===== config.mk =====
export PLATFORM = sky130hd
export DESIGN_NAME = sa_search_param
export DESIGN_NICKNAME = d
export VERILOG_FILES = /design/src/rtl/sa_search_param.sv
export SDC_FILE = /design/constraint.sdc
export NUM_CORES = 1
export LEC_CHECK = 0
export BUFFER_PORTS_ARGS = -buffer_cell sky130_fd_sc_hd__buf_4
export CORE_MARGIN = 8
export CORE_UTILIZATION = 65
export DETAILED_ROUTE_END_ITERATION = 7
export PLACE_DENSITY_LB_ADDON = 0.08
export SYNTH_ARGS = -nofsm -noshare
export SYNTH_HDL_FRONTEND = slang
export SYNTH_SLANG_ARGS = --single-unit

===== constraint.sdc =====
create_clock -name clk -period 11.1 [get_ports clk]
set_clock_uncertainty 0.1 [all_clocks]
set_input_delay 2.22 -clock clk [delete_from_list [all_inputs] [get_ports clk]]
set_output_delay 2.22 -clock clk [all_outputs]
set_load 0.05 [all_outputs]

===== src/rtl/sa_search_param.sv =====
// Successive-approximation search: finds the largest x with f(x) <= target,
// one bit per clock MSB first, with optional round-to-nearest and abort.
module sa_search_param #(
  parameter int XW       = 8,
  parameter int YW       = 10,
  parameter int GAIN     = 4,
  parameter int SQ_SHIFT = 6
) (
  input  logic          clk,
  input  logic          reset,
  input  logic          start,
  input  logic          abort,
  input  logic          mode,
  input  logic          round_en,
  input  logic [YW-1:0] target,
  output logic          busy,
  output logic          done,
  output logic [XW-1:0] x,
  output logic [YW-1:0] y
);

  localparam int IW = (XW > 1) ? $clog2(XW) : 1;
  // Wide enough for x*x or x*GAIN without overflow before saturation.
  localparam int PW = 2 * XW + 32;
  localparam logic [PW-1:0] YMAX = {{(PW-YW){1'b0}}, {YW{1'b1}}};

  typedef enum logic [1:0] {IDLE, SEARCH, FINISH} state_t;

  state_t        state;
  logic [YW-1:0] tgt;
  logic          mode_l;
  logic          round_l;
  logic [XW-1:0] acc;
  logic [IW-1:0] idx;

  logic [XW-1:0] trial;
  logic [XW-1:0] acc_inc;
  logic [YW-1:0] f_trial;
  logic [YW-1:0] f_lo;
  logic [YW-1:0] f_hi;
  logic          round_up;

  // Transfer function, saturated so it stays monotone after truncation.
  function automatic logic [YW-1:0] f_sat(input logic [XW-1:0] v, input logic sq);
    logic [PW-1:0] p;
    if (sq) p = (PW'(v) * PW'(v)) >> SQ_SHIFT;
    else    p = PW'(v) * PW'(GAIN);
    if (p > YMAX) return {YW{1'b1}};
    return p[YW-1:0];
  endfunction

  // Step up only when the upper neighbour is strictly closer; ties stay low.
  function automatic logic round_sel(input logic en, input logic [XW-1:0] a,
                                     input logic [YW-1:0] lo, input logic [YW-1:0] hi,
                                     input logic [YW-1:0] t);
    logic [YW:0] d_hi;
    logic [YW:0] d_lo;
    d_hi = {1'b0, hi} - {1'b0, t};
    d_lo = {1'b0, t} - {1'b0, lo};
    return en && (a != {XW{1'b1}}) && (d_hi < d_lo);
  endfunction

  always_comb begin
    trial    = acc | (XW'(1) << idx);
    acc_inc  = acc + XW'(1);
    f_trial  = f_sat(trial, mode_l);
    f_lo     = f_sat(acc, mode_l);
    f_hi     = f_sat(acc_inc, mode_l);
    round_up = round_sel(round_l, acc, f_lo, f_hi, tgt);
  end

  always_ff @(posedge clk) begin
    if (reset) begin
      state   <= IDLE;
      tgt     <= '0;
      mode_l  <= 1'b0;
      round_l <= 1'b0;
      acc     <= '0;
      idx     <= '0;
      busy    <= 1'b0;
      done    <= 1'b0;
      x       <= '0;
      y       <= '0;
    end else begin
      done <= 1'b0;
      unique case (state)
        IDLE: begin
          if (start && !abort) begin
            tgt     <= target;
            mode_l  <= mode;
            round_l <= round_en;
            acc     <= '0;
            idx     <= IW'(XW - 1);
            busy    <= 1'b1;
            state   <= SEARCH;
          end
        end
        SEARCH: begin
          if (abort) begin
            busy  <= 1'b0;
            state <= IDLE;
          end else begin
            if (f_trial <= tgt) acc <= trial;
            if (idx == '0) state <= FINISH;
            else           idx   <= idx - IW'(1);
          end
        end
        FINISH: begin
          if (abort) begin
            busy  <= 1'b0;
            state <= IDLE;
          end else begin
            x     <= round_up ? acc_inc : acc;
            y     <= round_up ? f_hi : f_lo;
            done  <= 1'b1;
            busy  <= 1'b0;
            state <= IDLE;
          end
        end
        default: begin
          busy  <= 1'b0;
          state <= IDLE;
        end
      endcase
    end
  end

endmodule


==> results.cfg, run 1 <==
[worst_setup_path]
cp_max_fo = 29
cpPeakStageDelay_ns = 0.90
crit_buf_inv = 4
critPathKind = reg2reg
critPathCaptureType = flop
critPathSlowestCell = o21ai_2
cp.required_ns = 11.21
critPathArrivalTime_ns = 9.27
start_kind = flop
critPathTopFamily = adder cells

[layout]
nets = 1251
drive_gt1_share_pct = 6.790
most-common-layout-cells = inv_1, ha_1, nand2_1, nor2_1, fa_1
diodes = 0
instances_no_fill = 1199
area_delta_synth_final_pct = 6.909
final_common_cell = inv_1
design_area_mm2 = 0.008616

[power]
finalPower_mw = 0.5235
ir_worst_vdd_v = 0.00006423
p_leak_nw = 4.420
powerDensity_mw_per_mm2 = 60.77

[clock_tree]
cts_root_buffer = clkbuf_16
cts_tree = yes
cts_resized = 0
clock_latency_ns = 0.30
cts_buffers = 5
clk_path_buf_depth = 2
post-cts-setup-buffer-count = 0
postCtsHoldBufs = 0
clock_sinks = 45
clk_pin_slew_ns = 0.07
cts_max_level = 2

[flow_run]
max-cap-violations = 0

[timing]
final-hold-violation-count = 0
rsz0062_at_grt = no
slew_viol_final = 0
tightest_slew_ns = 1.172
period_share_pct = 82.53
maxSlewHeadroom_pct = 21.83
setup_viol = 0
tns_ns = 0
finalWorstPathRequiredPeriod_ns = 9.161
fmax_mhz = 109.2

[routing]
vias = 6856
wirelength_mm = 19.17
drc = 0
wl_per_cell_um = 15.98
first_pass_iters = 5
drt-initial-drc-count = 472
antenna_left = 0
via_per_inst = 5.718

[global_routing]
met3_usage_pct = 4.035
overflow = 0
met1_usage_pct = 32.48
grt.busiest_layer = met2
grt_pass1_vias = 6584
globalRouteMet2Util_pct = 40.60
grt_pass1_wl_mm = 31.98
grt_max_degree = 48
antenna_found_initial = 0
grt.total_usage_pct = 24.26

[logic_synthesis]
ys_warn_count = 0
synth_fp_nets = 1239
synthTopCellsByArea = ha_1, fa_1, dfxtp_1
syn_inst = 1018
synth.avg_cell_area_um2 = 7.916
synth.cell_area_mm2 = 0.008059
synth_top_area_share_pct = 20.18
yosysTopAreaCell = ha_1
synth-edff-count = 0
ys_seq_elements = 45
ys.flop_type = dfxtp_1
async_reset_ff_share_pct = 0
ys_seq_area_share_pct = 11.18
synth.distinct_cells = 65

[die]
die_w_um = 127.4
die_area_mm2 = 0.01622
core_area_mm2 = 0.01206
initial_utilization_pct = 66.82
ios = 36
die_y_um = 127.4
row_count = 40

[placement]
dp_hpwl_mm = 15.37
place_congestion = 0.9236
io_buffers = 35
placedCellCount = 1191
place_area_mm2 = 0.008448

[status]
status = finished clean

[min_path]
hold_class = reg2reg
## synthesized netlist by cell type, types with 3 or more instances
cell and n:
inv_1 160, ha_1 130, nand2_1 94, nor2_1 92, fa_1 75, a21oi_1 73
dfxtp_1 45, xnor2_1 42, o21ai_0 36, clkbuf_1 30, and2_1 18, nor3_1 18
xor2_1 16, nand2b_1 14, a211oi_1 13, nand3_1 13, nor2b_1 12, a21o_1 10
o211ai_1 9, or2_2 8, or4_1 7, o21a_1 6, o21ai_1 6, mux2i_1 5
nor4_1 5, a21boi_0 4, buf_1 4, buf_2 4, nand4_1 4, o31ai_1 4
a2111oi_0 3, and3_1 3, and4b_1 3, nand3b_1 3, nor4b_1 3, o31a_1 3
or3_1 3
## power by group
| group | total (mW) | switching (mW) | internal [mW] |
|---|---|---|---|
| combinational | 0.171 | 0.101 | 0.0699 |
| sequential | 0.172 | 0.00584 | 0.166 |
| clock | 0.181 | 0.0743 | 0.107 |
| total | 0.524 | 0.181 | 0.343 |
## final cells by class
class	instances	area (um^2)
inverter	163	611.8
timing repair buffer	43	322.8
sequential	45	900.9
clock buffer	6	128.9
fill	1028	3446
tap	168	210.2
multi-input combinational	772	6402
clock inverter	2	38.79
## worst paths after layout
kind / slack, ns / startpoint / end / depth (start not counted)
max: 1.94 / acc[1] / x[4] / 30
min: 0.37 / y[4] / y[4] / 2
max reg2reg: 1.94 / acc[1] / x[4] / 30
min reg2reg: 0.37 / y[4] / y[4] / 2
## metrics by stage
stage	util (%)	hold slack [ns]	setup WS, ns
finish	71.43	0.3653	1.939
CTS	71.43	0.3635	2.066
global route	71.43	0.3887	1.349
floorplan	-	0.3368	3.551
detailed placement	70.04	0.3521	2.119
global placement	70.04	0.3431	2.428
## worst reg2reg max path, delay by kind of cell (launching register included)
kind	cells	cell delay, ns
adder cells (fa/ha/maj)	8	3.48
AO/OA/AOI/OAI	11	2.96
AND/OR/NAND/NOR	5	0.89
flip-flops	1	0.76
XOR/XNOR	2	0.51
buffers and inverters	4	0.37
## state kept, by name, indices dropped and copies added, names as in the netlist
register  cells
mode_l        1
tgt          10
x             8
round_l       1
state         2
y            10
done          1
acc           8
idx           3
busy          1
## logic make-up after synthesis
logic type,synth area share (%)
and+or+nand+nor,18.26
adders and majority gates,38.81
buffers and inverters,9.424
AOI/OAI and AO/OA,15.01
xor gates and xnor gates,6.505
DFF,11.18
muxes,0.7608
other,0.04653
## routing by layer
layer	vias up	part of all wire, %
met2	179	47
li1	3389	-
met4	0	1.0
met5	-	0
met1	3273	46
met3	15	5.5
Power figures use the tool's default switching activity.
==> run 2: changes to the inputs <==
- CORE_UTILIZATION: 65 -> 58
- clock period: 11.1 -> 8.35 ns (I/O delays scaled with it)
==> run 2 against run 1 <==
Net effect: first-iteration DRC count down 15%; critical path depth grew 4; clock power is 20% higher; worst hold slack lost 0.0073 ns; routed wire length is 1.9% higher; design area rose by 3.0%; total power up 31%; register-to-register slack worse by 1.6 ns; die area is 11% higher; maximum frequency is 15% higher; sequential power up 31%; global-route usage down 1.8 points; critical path type unchanged.
==> results.cfg, run 2 (synthesis results as in run 1) <==
[worst_setup_path]
critPathArrivalTime_ns = 8.13
cpPeakStageDelay_ns = 0.56
cp_max_fo = 18
critPathCaptureType = flop
cp.required_ns = 8.48
critPathKind = reg2reg
critPathSlowestCell = fa_1
start_kind = flop

[global_routing]
grt_max_degree = 48
grt_pass1_wl_mm = 33.01
antenna_found_initial = 0
grt.total_usage_pct = 22.48
overflow = 0
grt_pass1_vias = 6680

[routing]
drc = 0
wirelength_mm = 19.52
wl_per_cell_um = 15.78
first_pass_iters = 5
vias = 6862
antenna_left = 0
via_per_inst = 5.547
drt-initial-drc-count = 402

[timing]
finalWorstPathRequiredPeriod_ns = 8.000
final-hold-violation-count = 0
tightest_slew_ns = 0.9515
maxSlewHeadroom_pct = 36.57
period_share_pct = 95.80
setup_viol = 0
fin_ws_ns = 0.3504
fmax_mhz = 125.0
tns_ns = 0
slew_viol_final = 0

[placement]
io_buffers = 35
place_congestion = 0.9099
place_ws_ns = -0.05073
dp_hpwl_mm = 15.88
placedCellCount = 1224

[flow_run]
max-cap-violations = 0

[clock_tree]
clk_path_buf_depth = 2
clock_sinks = 45
clock_latency_ns = 0.30
postCtsHoldBufs = 0
clk_pin_slew_ns = 0.07
cts_max_level = 2
cts_buffers = 5
cts_tree = yes
cts_root_buffer = clkbuf_16

[power]
p_leak_nw = 4.554
ir_worst_vdd_v = 0.00008162
finalPower_mw = 0.6866
powerDensity_mw_per_mm2 = 77.39

[layout]
nets = 1277
instances_no_fill = 1237
area_delta_synth_final_pct = 10.09
diodes = 0
final_common_cell = inv_1
fill_cells = 1218
top_regs = tgt x10, y x10
drive_gt1_share_pct = 10.31
most-common-layout-cells = inv_1, ha_1, nand2_1, nor2_1, fa_1

[die]
die_y_um = 133.9
row_count = 43
die_w_um = 133.9
ios = 36
initial_utilization_pct = 58.74
core_area_mm2 = 0.01372
die_area_mm2 = 0.01792

[min_path]
hold_class = reg2reg

[status]
status = finished clean
[run 2: through the flow]
| step | cell area, um^2 | hold WS (ns) | utilization [%] |
|---|---|---|---|
| floorplan | 8059 | 0.3368 | - |
| finish | 8872 | 0.3580 | 64.67 |
| detailed placement | 8621 | 0.3485 | 62.84 |
| global route | 8872 | 0.3812 | 64.67 |
| CTS | 8778 | 0.3599 | 63.99 |
| global placement | 8621 | 0.3409 | 62.84 |
[run 2: final timing paths]
check / from / end / slack (ns) / cells past startpoint
worst max-delay path: acc[1] / y[7] / 0.35 / 34
worst min-delay path: y[6] / y[6] / 0.36 / 2
worst max register to register: acc[1] / y[7] / 0.35 / 34
worst min register to register: y[6] / y[6] / 0.36 / 2
[run 2: layout make-up]
cell class	count	area [um^2]	share of cell area, %
clock buffer	6	138.9	1.565
clock inverter	2	17.52	0.1974
inverter	163	611.8	6.896
multi-input combinational	772	6459	72.80
sequential	45	902.1	10.17
tap	180	225.2	2.538
timing repair buffer	69	518.0	5.838
[run 2: metal layers]
layer  part of all wire [%]  vias to the layer above  global-route usage, %
met1                     47                     3229                  30.16
met5                      0                        -                      0
met2                     47                      164                  37.39
li1                       -                     3443                      -
met3                    4.8                       26                  2.618
met4                    2.1                        0                  6.238
[run 2: what timing repair did]
item                                    in CTS  in global routing
gates cloned                                 0                  0
endpoints found under the setup margin       9                 18
pin swaps                                    0                  5
endpoints found under the hold margin        0                  0
gates resized for setup                      1                 14
buffers inserted                             0                  5
[run 2: critical path, delay by kind of cell (launching register included)]
| kind | cells | cell delay, ns |
|---|---|---|
| fa+ha+maj | 7 | 3.05 |
| compound gates | 12 | 2.25 |
| simple gates | 6 | 0.89 |
| buf+inv | 6 | 0.72 |
| xor+xnor | 3 | 0.56 |
| flops | 1 | 0.33 |
[run 2: report_power, final]
part	internal, mW	leakage (nW)	switching [mW]	total (mW)
logic	0.101	4.11	0.142	0.244
clock network	0.121	0.0775	0.0959	0.217
registers	0.220	0.365	0.00568	0.226
total	0.443	4.55	0.244	0.687
==> run 3: changes to the inputs <==
- CORE_MARGIN: 8 -> 2
==> run 3 against run 2 <==
Net effect: sequential power is essentially flat; first-iteration DRC count shrank 4.7%; core utilization hardly changed; register-to-register slack better by 0.08 ns; largest power group unchanged.
==> results.cfg, run 3 (synthesis results as in run 1) <==
[status]
status = finished clean

[worst_setup_path]
crit_top_cell = fa_1
critPathSlowestCell = fa_1
critPathArrivalTime_ns = 8.04
cp.required_ns = 8.47
critPathCaptureType = flop
cpPeakStageDelay_ns = 0.55
critPathKind = reg2reg
cp_max_fo = 12
crit_buf_inv = 5
start_kind = flop
critPathTopFamily = adder cells

[global_routing]
antenna_found_initial = 0
grt_pass1_vias = 6451
grt.total_usage_pct = 27.12
grt_max_degree = 48
grt_pass1_wl_mm = 31.98
overflow = 0

[timing]
hold_slack_ns = 0.3552
maxSlewHeadroom_pct = 37.64
fin_ws_ns = 0.4346
period_share_pct = 94.79
tightest_slew_ns = 0.9354
final-hold-violation-count = 0
fmax_mhz = 126.3
finalWorstPathRequiredPeriod_ns = 7.915
setup_viol = 0
slew_viol_final = 0

[layout]
final_util_pct = 64.63
most-common-layout-cells = inv_1, ha_1, nand2_1, nor2_1, fa_1
top_regs = tgt x10, y x10
final_common_cell = inv_1
diodes = 0
fill_cells = 1273
multi_input_area_mm2 = 0.006466
regArea_um2 = 905.9
drive_gt1_share_pct = 10.33
nets = 1275
area_delta_synth_final_pct = 10.03

[die]
row_count = 43
die_y_um = 121.9
die_w_um = 121.9
ios = 36
initial_utilization_pct = 58.74
die_area_mm2 = 0.01485
core_area_mm2 = 0.01372

[routing]
via_per_inst = 5.523
first_pass_iters = 5
antenna_left = 0
drt-initial-drc-count = 383
drc = 0
wl_per_cell_um = 15.63
wirelength_mm = 19.30
vias = 6821

[clock_tree]
cts_root_buffer = clkbuf_16
clk_pin_slew_ns = 0.07
cts_max_level = 2
cts_tree = yes
clk_path_buf_depth = 2
clock_latency_ns = 0.30
cts_buffers = 5
clock_sinks = 45

[placement]
io_buffers = 35
place_ws_ns = 0.1153
place_congestion = 0.9252
dp_hpwl_mm = 16.01

[power]
p_leak_nw = 4.543
powerDensity_mw_per_mm2 = 76.53
ir_worst_vdd_v = 0.00008189

[flow_run]
max-cap-violations = 0

[min_path]
hold_class = reg2reg
run 3: cell count changes in the layout (fill, tap and decap cells not counted), moves of 2 or more:
| cell | change |
|---|---|
| o21ai_1 | +3 |
| o21ai_0 | -2 |
| a21oi_1 | -2 |
| a21oi_2 | +2 |
| buf_4 | -2 |
run 3: what timing repair did:
action                                  in CTS  in global routing
setup buffers                                0                  3
endpoints found under the setup margin       0                 18
resized for setup                            0                 19
hold buffers                                 0                  0
run 3: routing by layer:
metal	vias up	part of all wire, %	global-route usage [%]
met1	3211	48	39.65
met5	-	0	0
met3	14	3.6	2.013
met2	141	47	45.04
met4	0	0.85	3.807
li1	3455	-	-
run 3: area by class of cell:
type                       instances  share of cell area [%]
tap                              180                   2.540
timing repair buffer              67                   5.672
clock inverter                     2                  0.1834
sequential                        45                   10.22
multi-input combinational        772                   72.92
clock buffer                       6                   1.566
inverter                         163                   6.900
run 3: worst reg2reg max path, delay by kind of cell, from the launching register on:
family	cells	cell delay, ns
fa+ha+maj	7	3.13
compound gates	13	2.54
simple gates	5	0.88
buf+inv	5	0.55
flops	1	0.34
xor+xnor	1	0.31
run 3: per-stage QoR:
stage                      TNS (ns)  cell area (um^2)  instances  power (mW)
final                             0              8867       1235      0.6786
after floorplan                   0              8059       1018      0.4014
after CTS                         0              8776       1232      0.6747
after detailed placement          0              8621       1224      0.4634
after global placement            0              8621       1224      0.4616
after global routing      -0.006295              8867       1235      0.7288
run 3: path summary, 6_finish.rpt:
kind	start	endpoint	slack, ns	depth (start not counted)
max	acc[1]	y[5]	0.43	31
min	y[4]	y[4]	0.36	2
max reg2reg	acc[1]	y[5]	0.43	31
min reg2reg	y[4]	y[4]	0.36	2
run 3: power by group:
group          switching [mW]  total (mW)  leakage [nW]  internal [mW]
sequential            0.00590       0.226         0.366          0.220
combinational           0.143       0.245          4.10          0.102
clock                  0.0879       0.208        0.0735          0.120
total                   0.236       0.679          4.54          0.442
